## config.mk

```make
export PLATFORM = sky130hd
export DESIGN_NAME = iob_master
export DESIGN_NICKNAME = d
export VERILOG_FILES = /design/src/rtl/iob_master_pkg.sv /design/src/rtl/iob_eclk.sv /design/src/rtl/iob_master.sv
export SDC_FILE = /design/constraint.sdc
export NUM_CORES = 1
export LEC_CHECK = 0
export BUFFER_PORTS_ARGS = -buffer_cell sky130_fd_sc_hd__buf_2
export CAP_MARGIN = 20
export CORE_MARGIN = 8
export CORE_UTILIZATION = 45
export DETAILED_ROUTE_END_ITERATION = 8
export PLACE_DENSITY = 0.67
export SETUP_SLACK_MARGIN = 0.02
export SYNTH_ARGS = -nofsm -noshare
export SYNTH_HDL_FRONTEND = slang
export SYNTH_SLANG_ARGS = --single-unit
```

## constraint.sdc

```tcl
create_clock -name CLK -period 1.5 [get_ports CLK]
set_input_delay 0.15 -clock CLK [delete_from_list [all_inputs] [get_ports CLK]]
set_output_delay 0.15 -clock CLK [all_outputs]
set_load 0.005 [all_outputs]
```

## src/rtl/iob_master_pkg.sv

```systemverilog
// iob_master_pkg: shared state encoding and default legacy bus timing
package iob_master_pkg;

    localparam int E_PERIOD_DEF = 10;
    localparam int E_HIGH_DEF   = 4;
    localparam int VMA_SLOT_DEF = 2;
    localparam int TIMEOUT_DEF  = 255;

    typedef enum logic [3:0] {
        ST_IDLE,
        ST_AS,
        ST_DS,
        ST_WAIT,
        ST_VSYNC,
        ST_VHOLD,
        ST_LATCH,
        ST_END,
        ST_RECOV
    } state_t;

    // E count one clock before the given count, so a registered action lands on it
    function automatic int ecount_before(input int count, input int period);
        return (count + period - 1) % period;
    endfunction

endpackage

```

## src/rtl/iob_eclk.sv

```systemverilog
// iob_eclk: free-running 6800 E clock generator with count output
module iob_eclk
    import iob_master_pkg::*;
#(
    parameter int E_PERIOD = E_PERIOD_DEF,
    parameter int E_HIGH   = E_HIGH_DEF,
    localparam int EW      = $clog2(E_PERIOD)
) (
    input  logic          CLK,
    input  logic          nRST,
    output logic [EW-1:0] ecount,
    output logic          Eout
);

    // count 0..E_PERIOD-1 and wrap, independent of any bus activity
    always_ff @(posedge CLK or negedge nRST) begin
        if (!nRST) ecount <= '0;
        else       ecount <= (ecount == EW'(E_PERIOD - 1)) ? '0 : ecount + EW'(1);
    end

    assign Eout = ecount >= EW'(E_PERIOD - E_HIGH);

endmodule

```

## src/rtl/iob_master.sv

```systemverilog
// iob_master: runs one 68000-style (or 6800 VPA) bus cycle per bridge request
module iob_master
    import iob_master_pkg::*;
#(
    parameter int E_PERIOD = E_PERIOD_DEF,
    parameter int E_HIGH   = E_HIGH_DEF,
    parameter int VMA_SLOT = VMA_SLOT_DEF,
    parameter int TIMEOUT  = TIMEOUT_DEF
) (
    input  logic CLK,
    input  logic nRST,
    input  logic IOREQ,
    input  logic IORW0,
    input  logic IOL0,
    input  logic IOU0,
    output logic IOACT,
    output logic IOBERR,
    output logic nASout,
    output logic nLDSout,
    output logic nUDSout,
    output logic RnWout,
    output logic nDoutOE,
    output logic DinLE,
    output logic nVMAout,
    output logic Eout,
    input  logic nDTACK,
    input  logic nVPA,
    input  logic nBERR
);

    localparam int EW        = $clog2(E_PERIOD);
    localparam int TW        = $clog2(TIMEOUT + 1);
    localparam int VMA_PRE   = ecount_before(VMA_SLOT, E_PERIOD);
    localparam int LATCH_PRE = ecount_before(E_PERIOD - 1, E_PERIOD);

    state_t        state, state_d;
    logic [EW-1:0] ecount;
    logic [TW-1:0] tcnt, tcnt_d;
    logic          ioreq_r, dtack_r, vpa_r, berr_r;
    logic          armed, armed_d;
    logic          rw, rw_d, lo, lo_d, up, up_d;
    logic          ioact_d, ioberr_d, nas_d, nlds_d, nuds_d, rnw_d, ndoe_d, dinle_d, nvma_d;

    iob_eclk #(
        .E_PERIOD (E_PERIOD),
        .E_HIGH   (E_HIGH)
    ) u_eclk (
        .CLK    (CLK),
        .nRST   (nRST),
        .ecount (ecount),
        .Eout   (Eout)
    );

    // single-register synchronizers; bus responses become active-high
    always_ff @(posedge CLK or negedge nRST) begin
        if (!nRST) begin
            ioreq_r <= 1'b0;
            dtack_r <= 1'b0;
            vpa_r   <= 1'b0;
            berr_r  <= 1'b0;
        end else begin
            ioreq_r <= IOREQ;
            dtack_r <= ~nDTACK;
            vpa_r   <= ~nVPA;
            berr_r  <= ~nBERR;
        end
    end

    // next state and next values of every registered bus output;
    // VPA waits compare one count early so nVMA and DinLE coincide with the named E count
    always_comb begin
        state_d  = state;
        tcnt_d   = tcnt;
        armed_d  = armed | ~ioreq_r;
        rw_d     = rw;
        lo_d     = lo;
        up_d     = up;
        ioact_d  = IOACT;
        ioberr_d = IOBERR;
        nas_d    = nASout;
        nlds_d   = nLDSout;
        nuds_d   = nUDSout;
        rnw_d    = RnWout;
        ndoe_d   = nDoutOE;
        dinle_d  = 1'b0;
        nvma_d   = nVMAout;
        case (state)
            ST_IDLE: if (ioreq_r && armed) begin
                ioact_d  = 1'b1;
                ioberr_d = 1'b0;
                armed_d  = 1'b0;
                rw_d     = IORW0;
                lo_d     = IOL0;
                up_d     = IOU0;
                rnw_d    = IORW0;
                ndoe_d   = IORW0;
                state_d  = ST_AS;
            end
            ST_AS: begin
                nas_d   = 1'b0;
                nlds_d  = rw ? ~lo : nLDSout;
                nuds_d  = rw ? ~up : nUDSout;
                state_d = ST_DS;
            end
            ST_DS: begin
                nlds_d  = rw ? nLDSout : ~lo;
                nuds_d  = rw ? nUDSout : ~up;
                tcnt_d  = '0;
                state_d = ST_WAIT;
            end
            ST_WAIT: begin
                if (berr_r) begin
                    ioberr_d = 1'b1;
                    state_d  = ST_END;
                end else if (dtack_r) begin
                    dinle_d = 1'b1;
                    state_d = ST_LATCH;
                end else if (vpa_r) begin
                    state_d = ST_VSYNC;
                end else if (tcnt == TW'(TIMEOUT)) begin
                    ioberr_d = 1'b1;
                    state_d  = ST_END;
                end else begin
                    tcnt_d = tcnt + TW'(1);
                end
            end
            ST_VSYNC: if (ecount == EW'(VMA_PRE)) begin
                nvma_d  = 1'b0;
                state_d = ST_VHOLD;
            end
            ST_VHOLD: if (ecount == EW'(LATCH_PRE)) begin
                dinle_d = 1'b1;
                state_d = ST_LATCH;
            end
            ST_LATCH: state_d = ST_END;
            ST_END: begin
                nas_d   = 1'b1;
                nlds_d  = 1'b1;
                nuds_d  = 1'b1;
                nvma_d  = 1'b1;
                ndoe_d  = 1'b1;
                rnw_d   = 1'b1;
                state_d = ST_RECOV;
            end
            ST_RECOV: begin
                ioact_d = 1'b0;
                state_d = ST_IDLE;
            end
            default: state_d = ST_IDLE;
        endcase
    end

    // state and output registers; reset drops every strobe without a handshake
    always_ff @(posedge CLK or negedge nRST) begin
        if (!nRST) begin
            state   <= ST_IDLE;
            tcnt    <= '0;
            armed   <= 1'b1;
            rw      <= 1'b1;
            lo      <= 1'b0;
            up      <= 1'b0;
            IOACT   <= 1'b0;
            IOBERR  <= 1'b0;
            nASout  <= 1'b1;
            nLDSout <= 1'b1;
            nUDSout <= 1'b1;
            RnWout  <= 1'b1;
            nDoutOE <= 1'b1;
            DinLE   <= 1'b0;
            nVMAout <= 1'b1;
        end else begin
            state   <= state_d;
            tcnt    <= tcnt_d;
            armed   <= armed_d;
            rw      <= rw_d;
            lo      <= lo_d;
            up      <= up_d;
            IOACT   <= ioact_d;
            IOBERR  <= ioberr_d;
            nASout  <= nas_d;
            nLDSout <= nlds_d;
            nUDSout <= nuds_d;
            RnWout  <= rnw_d;
            nDoutOE <= ndoe_d;
            DinLE   <= dinle_d;
            nVMAout <= nvma_d;
        end
    end

endmodule
```

==> out/metrics.json, run 1 <==
{
  "overflow": 0,
  "synthDominantCellAreaShare_pct": 40.1,
  "worst_r2r_start": "vpa_r",
  "failed_checks": "setup timing",
  "core-area_um2": 3340,
  "fin_crit_ps": 1600,
  "cts-root-buf": "sky130_fd_sc_hd__clkbuf_4",
  "total_power_mw": 3.65,
  "r2r_slack_ps": -100,
  "holdPathEnd": "up",
  "syn_inst": 152,
  "remaining_antenna_violation_count": 0,
  "clkLatencyLatePin_ps": 330,
  "grt_antenna_before_repair": 0,
  "commonest_non_fill_non_tap_cell_in_the_layout": "sky130_fd_sc_hd__buf_4",
  "worst-setup-path-type": "flip-flop to flip-flop",
  "port_buffers": 18,
  "wl_per_cell_um": 14.9,
  "clock_tree.htree_level_count": 2,
  "std_cell_rows": 21,
  "timing.final.max_slew_violations": 0,
  "final_nets": 223,
  "first_global_vias": 1424,
  "final_layout_size_suffix_gt1_share_pct": 47.2,
  "final-hold-violation-count": 0,
  "slew-limit-headroom_pct": 53.8,
  "register_area_um2": 812,
  "post_synth.cell_area_avg_um2": 10.3,
  "switching_share_pct": 34.5,
  "total_routing_usage_reported_by_global_routing_pct": 14.2,
  "synth_async_sr_flop_share_pct": 100,
  "number_of_drc_markers_after_the_initial_detailed_route_iteration": 95,
  "finalWeightedCongestion": 0.852,
  "seq_area_frac_synth_pct": 51.9,
  "hold-path-cell-count": 2,
  "p_switching_mw": 1.26,
  "num_vias": 1418,
  "worstSetupEndpointType": "flip-flop",
  "power_leakage_nw": 1.03,
  "most_frequent_cells_in_the_layout": "sky130_fd_sc_hd__buf_4 (33), sky130_fd_sc_hd__dfrtp_1 (23), sky130_fd_sc_hd__buf_2 (18)",
  "areaGrowthSynthToFinish_pct": 42.5,
  "achievable-frequency_mhz": 625,
  "arrival_ps": 1810,
  "synth.ff_latch_count": 32,
  "synthDistinctLibCells": 44,
  "synth.net_count": 162,
  "clk_pin_slew_ps": 110,
  "grt_start_max_net_pins": 33,
  "first_pass_iters": 4,
  "finalWirelength_um": 3860,
  "clockPowerShare_pct": 17.7,
  "number_of_fillers_in_the_final_layout": 253,
  "area_of_combinational_cells_with_multiple_inputs_um2": 790,
  "p_int_mw": 2.39,
  "final_min_period_over_clock_period_pct": 107,
  "timing.critical_path.from_type": "flip-flop",
  "power-per-cell-area_nw_per_um2": 1640,
  "post_synth_instance_area_um2": 1560,
  "r2r_end": "tcnt[1]",
  "start_util_pct": 46.7,
  "first_pass_grt_wire_length_um": 6100,
  "netlist_top_cells_area": "sky130_fd_sc_hd__dfrtp_1 (40%), sky130_fd_sc_hd__dfstp_2 (12%), sky130_fd_sc_hd__mux2_2 (5.1%)",
  "worst-slew-pin-transition_ps": 694,
  "peak_supply_drop_mv": 0.935,
  "seq_pwr_share_pct": 36.0,
  "place_area_um2": 1870,
  "post_drt_via_cell_ratio": 5.45,
  "die_h_um": 74.9,
  "rr_worst_depth": 5,
  "cts_made_buffers": 5,
  "worst_setup_slack_final_ps": -98.9,
  "drv.max_cap_violation_count": 0,
  "worstHoldStart": "IOU0",
  "finalClockSkew_ps": 15.4,
  "synth-edff-count": 0,
  "setup_viol": 8,
  "synth-warning-count": 0,
  "n_antenna_cell": 0,
  "synth_area_leader_cell": "sky130_fd_sc_hd__dfrtp_1",
  "hpwl_um": 2480,
  "ys_dominant_reg_cell": "sky130_fd_sc_hd__dfrtp_1",
  "combPwrFrac_pct": 46.3,
  "final_util_pct": 66.6,
  "rsz0062_at_grt": "true",
  "critPathMaxFanout": 5,
  "drcViolationCount": 0,
  "fp.dieArea_um2": 5600,
  "outcome": "complete, but fails checks",
  "cp.required_ps": 1710,
  "cts_max_path_buffers": 2,
  "timing.hold.ws_ps": 41.1,
  "tritoncts_sink_count": 32,
  "floorplan.die.width_um": 74.9,
  "holdCritPathClass": "primary input to flip-flop",
  "tritoncts": "done",
  "floorplan.io_pins": 19,
  "final_area_um2": 2220
}
==> through the flow <==
| stage | std cells | setup TNS, ps | worst slack [ps] |
|---|---|---|---|
| 2_1_floorplan | 152 | -17.1 | -9.67 |
| 3_3_place_gp | 233 | -60.6 | -26.6 |
| 3_5_place_dp | 233 | -478 | -86.3 |
| 4_1_cts | 252 | -270 | -73.5 |
| 5_1_grt | 260 | -1220 | -181 |
| 6_report | 260 | -389 | -98.9 |
==> synthesized netlist by cell type, types with 5 or more instances <==
library cell              number
sky130_fd_sc_hd__dfrtp_1      25
sky130_fd_sc_hd__a21oi_1      13
sky130_fd_sc_hd__nand2_1      11
sky130_fd_sc_hd__nor2_1       10
sky130_fd_sc_hd__inv_1         9
sky130_fd_sc_hd__dfstp_2       7
sky130_fd_sc_hd__mux2_2        7
sky130_fd_sc_hd__o21ai_0       7
sky130_fd_sc_hd__nand3_1       6
sky130_fd_sc_hd__and3_1        5
==> cell families after synthesis <==
| kind of cell | share of synthesized area, % |
|---|---|
| muxes | 5.70 |
| xor gates and xnor gates | 1.12 |
| DFF | 51.9 |
| AOI/OAI and AO/OA | 16.6 |
| and+or+nand+nor | 19.3 |
| buffers and inverters | 4.49 |
| adders and majority gates | 0.802 |
==> area by class of cell <==
cell class | instances | area share (%)
flip-flops and latches | 32 | 36.6
multi-input cells | 103 | 35.5
repair buffers | 61 | 20.0
well taps | 46 | 2.59
clock inverters | 3 | 1.92
clock buffers | 5 | 1.69
inverters | 10 | 1.69
==> registers in the layout, summed over array words and instances, names as in the netlist <==
name	count
tcnt	8
state	4
u_eclk.ecount	4
DinLE	1
IOACT	1
IOBERR	1
armed	1
berr_r	1
dtack_r	1
ioreq_r	1
lo	1
nASout	1
nDoutOE	1
nLDSout	1
nUDSout	1
nVMAout	1
rw	1
up	1
vpa_r	1
==> critical path, cell delays in order (launching register included) <==
cell and delay [ps]:
sky130_fd_sc_hd__dfrtp_1 390, sky130_fd_sc_hd__or3_4 420, sky130_fd_sc_hd__a21oi_2 120, sky130_fd_sc_hd__o211ai_1 190, sky130_fd_sc_hd__buf_4 200, sky130_fd_sc_hd__a22o_1 170
==> worst max-delay path by stage <==
stage | depth (start not counted) | from | slack (ps) | endpoint
after floorplan | 4 | u_eclk.ecount[0] | -10 | nVMAout
after CTS | 4 | vpa_r | -70 | tcnt[7]
after global placement | 4 | vpa_r | -30 | tcnt[7]
final | 5 | vpa_r | -100 | tcnt[1]
after global routing | 5 | vpa_r | -180 | tcnt[1]
after detailed placement | 4 | vpa_r | -90 | tcnt[7]
==> what timing repair did <==
item | in CTS | in global routing
setup buffers | 6 | 8
endpoints found under the hold margin | 29 | 0
hold buffers | 5 | 0
pin swaps | 8 | 9
endpoints found under the setup margin | 17 | 18
resized for setup | 12 | 18
==> routing by layer <==
metal | global-route usage (%) | vias to the layer above | part of all wire (%)
li1 | - | 679 | -
met1 | 15.8 | 686 | 40
met2 | 23.5 | 42 | 51
met3 | 3.86 | 11 | 6.0
met4 | 8.48 | 0 | 2.3
met5 | 0 | - | 0
==> power by group through the flow <==
stage / Sequential, mW / Combinational (mW) / Clock, mW
floorplan: 1.28 / 0.760 / 0
global placement: 1.28 / 1.23 / 0
detailed placement: 1.29 / 1.25 / 0
CTS: 1.29 / 1.42 / 0.661
global route: 1.35 / 1.83 / 0.711
finish: 1.31 / 1.69 / 0.647
(Power assumes the default switching activity.)
==> run 2: changes to the inputs <==
SKIP_LAST_GASP = 1   (was unset)
TNS_END_PERCENT = 5   (was unset)
==> out/metrics.json, run 2 (synthesized netlist as in run 1, its figures left out) <==
{
  "floorplan.io_pins": 19,
  "finalClockSkew_ps": 10.6,
  "holdCritPathClass": "primary input to flip-flop",
  "clockPowerShare_pct": 16.1,
  "worstSetupEndpointType": "flip-flop",
  "cp.required_ps": 1740,
  "finalWeightedCongestion": 0.860,
  "wl_per_cell_um": 13.9,
  "clk_pin_slew_ps": 100,
  "first_pass_iters": 4,
  "setup_viol": 15,
  "p_switching_mw": 1.12,
  "number_of_drc_markers_after_the_initial_detailed_route_iteration": 62,
  "failed_checks": "setup timing",
  "cp_slowest_cell": "sky130_fd_sc_hd__or3_4",
  "timing.hold.ws_ps": 33.1,
  "worst-setup-path-type": "flip-flop to flip-flop",
  "grt_start_max_net_pins": 33,
  "final-hold-violation-count": 0,
  "cp_cell_sequence": "or3_4, a21oi_2, o211ai_1, a221o_1",
  "fin_crit_ps": 1570,
  "areaGrowthSynthToFinish_pct": 32.1,
  "clock_tree.htree_level_count": 2,
  "first_global_vias": 1328,
  "start_util_pct": 46.7,
  "num_vias": 1365,
  "final.setup.tns_ps": -493,
  "tritoncts_sink_count": 32,
  "critical_path.max_stage_delay_ps": 420,
  "core-area_um2": 3340,
  "tritoncts": "done",
  "overflow": 0,
  "critPathMaxFanout": 5,
  "cts-root-buf": "sky130_fd_sc_hd__clkbuf_4",
  "floorplan.die.width_um": 74.9,
  "std_cell_rows": 21,
  "drcViolationCount": 0,
  "registers.top_by_ff_count": "tcnt",
  "first_pass_grt_wire_length_um": 5780,
  "clkLatencyLatePin_ps": 340,
  "achievable-frequency_mhz": 638,
  "largest_register_ff_count": 8,
  "n_antenna_cell": 0,
  "remaining_antenna_violation_count": 0,
  "rsz0062_at_grt": "true",
  "post_drt_via_cell_ratio": 5.42,
  "most_frequent_cells_in_the_layout": "sky130_fd_sc_hd__buf_4 (30), sky130_fd_sc_hd__dfrtp_1 (25), sky130_fd_sc_hd__buf_2 (18)",
  "die_h_um": 74.9,
  "worst_setup_slack_final_ps": -67.2,
  "power_leakage_nw": 0.975,
  "slew-limit-headroom_pct": 54.6,
  "number_of_fillers_in_the_final_layout": 274,
  "total_routing_usage_reported_by_global_routing_pct": 13.6,
  "fp.dieArea_um2": 5600,
  "dpl_worst_slack_ps": -137,
  "drv.max_cap_violation_count": 0,
  "power-per-cell-area_nw_per_um2": 1540,
  "combPwrFrac_pct": 43.5,
  "timing.critical_path.from_type": "flip-flop",
  "p_int_mw": 2.05,
  "port_buffers": 18,
  "final_layout_size_suffix_gt1_share_pct": 39.3,
  "final_min_period_over_clock_period_pct": 104,
  "worst-slew-pin-transition_ps": 680,
  "peak_supply_drop_mv": 0.516,
  "commonest_non_fill_non_tap_cell_in_the_layout": "sky130_fd_sc_hd__buf_4",
  "top_regs": "tcnt: 8 flops, state: 4 flops, u_eclk.ecount: 4 flops",
  "cts_max_path_buffers": 2,
  "grt_antenna_before_repair": 0,
  "switching_share_pct": 35.2,
  "outcome": "complete, but fails checks",
  "final_nets": 215,
  "finalWirelength_um": 3510,
  "timing.final.max_slew_violations": 0,
  "arrival_ps": 1800,
  "seq_pwr_share_pct": 40.4,
  "cts_made_buffers": 5,
  "hpwl_um": 2520
}
==> run 2: changes by cell type in the layout (fill, tap and decap cells not counted), sizes merged <==
cell and delta:
clkinv +1, clkbuf +1, buf -8, clkinvlp -1, bufinv -1
==> run 2: path summary, 6_finish.rpt <==
| check | start | endpoint | slack (ps) | cells past startpoint |
|---|---|---|---|---|
| max in group asynchronous | nRST | dtack_r | 680 | 2 |
| hold reg to reg | ioreq_r | armed | 450 | 1 |
| hold / removal | IOU0 | up | 30 | 2 |
| setup / recovery | berr_r | tcnt[7] | -70 | 4 |
| setup reg to reg | berr_r | tcnt[7] | -70 | 4 |
| min in group asynchronous | nRST | IOBERR | 370 | 2 |
==> run 2: power groups by stage <==
| stage | combinational, mW | clock, mW | sequential (mW) |
|---|---|---|---|
| floorplan | 0.759 | 0 | 1.28 |
| global placement | 1.25 | 0 | 1.27 |
| detailed placement | 1.28 | 0 | 1.29 |
| CTS | 1.30 | 0.528 | 1.27 |
| global route | 1.52 | 0.570 | 1.31 |
| finish | 1.38 | 0.510 | 1.28 |
==> run 2: critical path, delay by kind of cell, from the launching register on <==
| kind | cells | cell delay (ps) |
|---|---|---|
| compound gates | 3 | 670 |
| flops | 1 | 380 |
| simple gates | 1 | 420 |
==> run 2: what timing repair did <==
item / CTS / global route
resized for setup: 3 / 4
pin swaps: 4 / 3
buffers inserted: 2 / 1
setup endpoints to repair: 16 / 20
hold buffers: 5 / 0
hold endpoints to repair: 29 / 0
==> run 2: through the flow <==
step           instances  utilization [%]  area, µm²  power, mW
6_report             252             61.7       2060       3.17
5_1_grt              252             61.7       2060       3.40
4_1_cts              251             60.5       2020       3.09
2_1_floorplan        152                -       1570       2.04
3_5_place_dp         236             56.4       1880       2.56
3_3_place_gp         236             56.4       1880       2.52
==> run 2: area by class of cell <==
type | count | area [µm²] | area share [%]
clock buffers | 6 | 51.3 | 2.49
clock inverters | 2 | 10.0 | 0.486
inverters | 10 | 37.5 | 1.82
multi-input cells | 103 | 728 | 35.4
flip-flops and latches | 32 | 810 | 39.3
well taps | 46 | 57.6 | 2.79
repair buffers | 53 | 365 | 17.7
==> run 2: layer usage <==
layer  part of all wire (%)  vias up  wire length (µm)  track usage, %
li1                       -      663                 -               -
met1                     39      645              1380            14.0
met2                     52       47              1830            23.5
met3                    6.5       10               227            4.79
met4                    2.1        0                75            7.17
met5                      0        -                 0               0
